--- config.mk ---
export PLATFORM = sky130hd
export DESIGN_NAME = mem_arbiter
export DESIGN_NICKNAME = d
export VERILOG_FILES = /design/src/rtl/mem_arbiter.sv
export SDC_FILE = /design/constraint.sdc
export NUM_CORES = 1
export LEC_CHECK = 0
export ABC_AREA = 1
export ABC_CLOCK_PERIOD_IN_PS = 1100
export CAP_MARGIN = 10
export CORE_MARGIN = 5
export CORE_UTILIZATION = 30
export DETAILED_ROUTE_END_ITERATION = 7
export SYNTH_ARGS = -nofsm -noshare
export SYNTH_HDL_FRONTEND = slang
export SYNTH_SLANG_ARGS = --single-unit
export TNS_END_PERCENT = 20
--- constraint.sdc ---
create_clock -name clk_i -period 1.1 [get_ports clk_i]
set_input_delay 0.33 -clock clk_i [delete_from_list [all_inputs] [get_ports clk_i]]
set_output_delay 0.33 -clock clk_i [all_outputs]
set_load 0.01 [all_outputs]
--- src/rtl/mem_arbiter.sv ---
// mem_arbiter: shares one single-ported BRAM between instruction fetch and load/store.
// Build option DATA_PRIORITY_EN: the data port always wins contention; otherwise round-robin.
module mem_arbiter #(
  parameter int WORDS      = 10,
  parameter int DATA_WIDTH = 32
) (
  input  logic                  clk_i,
  input  logic                  reset_ni,
  input  logic                  if_req_i,
  input  logic [WORDS-1:0]      if_addr_i,
  output logic                  if_ack_o,
  output logic [DATA_WIDTH-1:0] if_data_o,
  input  logic                  d_req_i,
  input  logic                  d_we_i,
  input  logic [WORDS-1:0]      d_addr_i,
  input  logic [DATA_WIDTH-1:0] d_data_i,
  output logic                  d_ack_o,
  output logic [DATA_WIDTH-1:0] d_data_o,
  output logic [WORDS-1:0]      mem_addr_o,
  output logic [DATA_WIDTH-1:0] mem_data_o,
  output logic                  mem_wr_no,
  output logic                  mem_rd_no,
  input  logic [DATA_WIDTH-1:0] mem_data_i,
  output logic                  busy_o,
  output logic                  grant_o
);

  typedef enum logic [1:0] {
    ST_IDLE   = 2'd0,
    ST_ACCESS = 2'd1,
    ST_DONE   = 2'd2
  } state_t;

  state_t           state_q;
  logic             last_grant_q;
  logic             we_q;
  logic             win_data_d;
  logic [WORDS-1:0] addr_d;

`ifdef DATA_PRIORITY_EN
  logic unused_last_grant_s;
  assign unused_last_grant_s = last_grant_q;
`endif

  // Winner among the pending requests and the address it presents
  always_comb begin
    win_data_d = 1'b0;
    addr_d     = if_addr_i;
    if (if_req_i && d_req_i) begin
`ifdef DATA_PRIORITY_EN
      win_data_d = 1'b1;
`else
      win_data_d = ~last_grant_q;
`endif
    end else if (d_req_i) begin
      win_data_d = 1'b1;
    end else begin
      win_data_d = 1'b0;
    end
    if (win_data_d) begin
      addr_d = d_addr_i;
    end else begin
      addr_d = if_addr_i;
    end
  end

  // Access sequencer: IDLE samples, ACCESS strobes the memory, DONE acknowledges
  always_ff @(posedge clk_i or negedge reset_ni) begin
    if (!reset_ni) begin
      state_q      <= ST_IDLE;
      last_grant_q <= 1'b1;
      we_q         <= 1'b0;
      mem_wr_no    <= 1'b1;
      mem_rd_no    <= 1'b1;
      if_ack_o     <= 1'b0;
      d_ack_o      <= 1'b0;
      busy_o       <= 1'b0;
      grant_o      <= 1'b0;
      mem_addr_o   <= '0;
      mem_data_o   <= '0;
      if_data_o    <= '0;
      d_data_o     <= '0;
    end else begin
      case (state_q)
        ST_IDLE: begin
          if_ack_o <= 1'b0;
          d_ack_o  <= 1'b0;
          if (if_req_i || d_req_i) begin
            state_q      <= ST_ACCESS;
            busy_o       <= 1'b1;
            grant_o      <= win_data_d;
            last_grant_q <= win_data_d;
            mem_addr_o   <= addr_d;
            we_q         <= win_data_d & d_we_i;
            if (win_data_d && d_we_i) begin
              mem_data_o <= d_data_i;
              mem_wr_no  <= 1'b0;
              mem_rd_no  <= 1'b1;
            end else begin
              mem_wr_no  <= 1'b1;
              mem_rd_no  <= 1'b0;
            end
          end else begin
            state_q   <= ST_IDLE;
            busy_o    <= 1'b0;
            mem_wr_no <= 1'b1;
            mem_rd_no <= 1'b1;
          end
        end
        ST_ACCESS: begin
          state_q   <= ST_DONE;
          mem_wr_no <= 1'b1;
          mem_rd_no <= 1'b1;
          if_ack_o  <= ~grant_o;
          d_ack_o   <= grant_o;
          // Memory registered the word on the negedge; only the winner's register moves
          if (!we_q) begin
            if (grant_o) begin
              d_data_o <= mem_data_i;
            end else begin
              if_data_o <= mem_data_i;
            end
          end
        end
        ST_DONE: begin
          state_q  <= ST_IDLE;
          if_ack_o <= 1'b0;
          d_ack_o  <= 1'b0;
          busy_o   <= 1'b0;
        end
        default: begin
          state_q   <= ST_IDLE;
          mem_wr_no <= 1'b1;
          mem_rd_no <= 1'b1;
          if_ack_o  <= 1'b0;
          d_ack_o   <= 1'b0;
          busy_o    <= 1'b0;
        end
      endcase
    end
  end

endmodule
==> reports/metrics.yaml, run 1 <==
cpLargestDelayFamily: "flip-flops"
wl_per_cell_microns: 14.79
clk_pin_slew_ns: 0.05
setup_violations: 216
max_cap_violations: 0
drive_above_1_share_pct: 40.27
critical_path_class: "flip-flop to output pin"
finalHoldViolCount: 0
worstPathMaxFanout: 2
die_x_microns: 135.0
grt_use_total_pct: 15.22
cp_data_arrival_time_ns: 1.04
dp_hpwl_mm: 10.03
drv_slew: 0
synth_nets: 577
dp_cells: 909
coreArea_sq_mm: 0.01526
cellLeakagePower_nw: 4.033
timing.rr.start: "state_q[1]"
yosysTopAreaCell: "dfrtp_1"
grt_pass1_wl_mm: 22.14
async_flop_share_pct: 100.0
grt_max_degree: 39
port_buffers: 200
syn_area_per_cell_sq_um: 9.612
violations: "setup timing"
rows: 45
ys_types: 21
period_minus_slack_ns: 1.370
ant_nets: 0
clk_path_buf_depth: 2
firstDrtPassIters: 4
cts_tree: "built"
cp-endpoint: "mem_rd_no"
cts_sinks: 116
first_global_vias: 4327
vias: 4097
fin_skew_ns: 0.005905
die_h_microns: 135.0
cts_root_buffer: "clkbuf_16"
die-area_sq_mm: 0.01824
min_path_type: "input port to asynchronous set/reset pin"
clkLatencyLatePin_ns: 0.40
yosys_warnings: 0
crit_chain: "buf_6"
worst-path-buf-inv: 1
start_util_pct: 30.74
cp.required_ns: 0.77
critical_path.max_stage_delay_ns: 0.54
instances_no_fill: 961
vdd_drop_max_uv: 1449
drc: 0
status: "complete, but fails checks"
fmax_mhz: 729.7
ios: 201
antennaDiodeCount: 0
crit_cells: 1
synth.top_cell.area_share_pct: 60.28
ys_seq_area_share_pct: 61.96
worstReg2RegEnd: "mem_data_o[9]"
syn_to_final_growth_pct: 69.73
slew_headroom_pct: 84.68
yosysMostFrequentCell: "nand2_1"
cp_slowest_cell: "dfstp_2"
fin_nets: 826
ys_seq_elements: 116
worst_slack_ns: -0.2704
crit_path_end_kind: "output pin"
gp_congestion: 0.8450
reg2reg_depth: 6
synth-edff-count: 0
finalCritPeriodShare_pct: 124.6
drt_iter0_drc: 176
syn-cell-area_sq_mm: 0.004691
synth_cells: 488
yosys-top-cells-area: "dfrtp_1 60%, nand2_1 16%, o21ai_2 6.0%"
crit_start: "mem_rd_no"
place_area_sq_mm: 0.007149
synth_ff_type: "dfrtp_1"
tns_ns: -26.26
total_power_mw: 23.33
synth_common_cells: "197 x nand2_1, 113 x dfrtp_1, 45 x inv_1"
ff2ff_setup_slack_ns: -0.18
cp-start-kind: "flip-flop"
nFillCells: 1394
antenna_found_initial: 0
cts_inserted_buffers: 17
rsz0062_at_grt: "yes"
viasPerCell: 4.263
fin_area_sq_mm: 0.007961
pwr_density_cell_mw_per_mm2: 2930
wl_mm: 14.21
worst_pin_slew_ns: 0.2299
h-tree-depth: 4
overflow: 0
-- worst min path at each step --
| stage | endpoint | slack, ns | cells past startpoint |
|---|---|---|---|
| detailed placement | d_data_o[11] | 0.21 | 1 |
| finish | if_data_o[8] | 0.35 | 2 |
| global route | if_data_o[8] | 0.35 | 2 |
| CTS | if_data_o[8] | 0.34 | 2 |
| global placement | d_data_o[11] | 0.21 | 1 |
| floorplan | busy_o | 0.03 | 0 |
-- final cells by class --
type | count | area (sq um) | area share [%]
multi-input cells | 301 | 1707 | 21.44
repair buffers | 253 | 2336 | 29.34
inverters | 48 | 182.7 | 2.295
clock inverters | 9 | 77.57 | 0.9744
clock buffers | 23 | 488.0 | 6.129
well taps | 211 | 264.0 | 3.316
flip-flops and latches | 116 | 2907 | 36.51
-- cell usage in the layout (no fill, tap or decap), types with 22 or more instances in the layout --
cell             instances
clkdlybuf4s50_1         87
nand2_2                 36
buf_6                   57
nand2_1                141
buf_2                   63
buf_4                   33
inv_1                   45
dfrtp_1                113
o21ai_2                 34
nand2_4                 22
-- cells by family (layout without fill, tap and decap cells) --
family | count (synthesis) | count (layout) | synth area share (%)
buffers and inverters | 71 | 333 | 7.362
AO/OA/AOI/OAI | 67 | 67 | 9.709
AND/OR/NAND/NOR | 234 | 234 | 20.97
flip-flops | 116 | 116 | 61.96
-- routing by layer --
layer | routed length [microns] | GRT usage (%) | part of all wire, %
met4 | 239 | 5.599 | 1.7
met5 | 0 | 0 | 0
met1 | 5863 | 18.09 | 41
met2 | 7155 | 25.74 | 50
met3 | 952 | 5.067 | 6.7
-- timing repair --
action | in CTS | in global routing
setup buffers | 10 | 6
hold buffers | 1 | 0
pin swaps | 6 | 29
setup endpoints to repair | 222 | 224
endpoints found under the hold margin | 8 | 0
gates cloned | 0 | 3
resized for setup | 513 | 98
-- flip-flops by register name (all words and copies together) (netlist names) --
name          flops
if_data_o        32
mem_rd_no         1
if_ack_o          1
busy_o            1
we_q              1
state_q           2
grant_o           1
d_ack_o           1
mem_data_o       32
mem_addr_o       10
mem_wr_no         1
last_grant_q      1
d_data_o         32
-- power breakdown --
part | switching [mW] | internal, mW | total [mW]
Combinational | 5.02 | 5.31 | 10.3
Sequential | 1.46 | 6.38 | 7.84
Clock | 1.85 | 3.32 | 5.17
Total | 8.32 | 15.0 | 23.3
-- stage by stage --
stage	hold slack [ns]	utilization [%]	setup slack, ns
final	0.3472	52.18	-0.2704
after global routing	0.3466	52.18	-0.3050
after CTS	0.3389	49.22	-0.2947
after detailed placement	0.2117	46.86	-0.5735
after global placement	0.2125	46.86	-0.5050
after floorplan	0.03441	-	-0.04821
Note: power is estimated with default switching activity, not from simulation.
==> run 2: changes to the inputs <==
Settings changed: CAP_MARGIN 10 to 5.
==> results of run 2 <==
The final DEF is identical to that of run 1; final timing and power are the same.
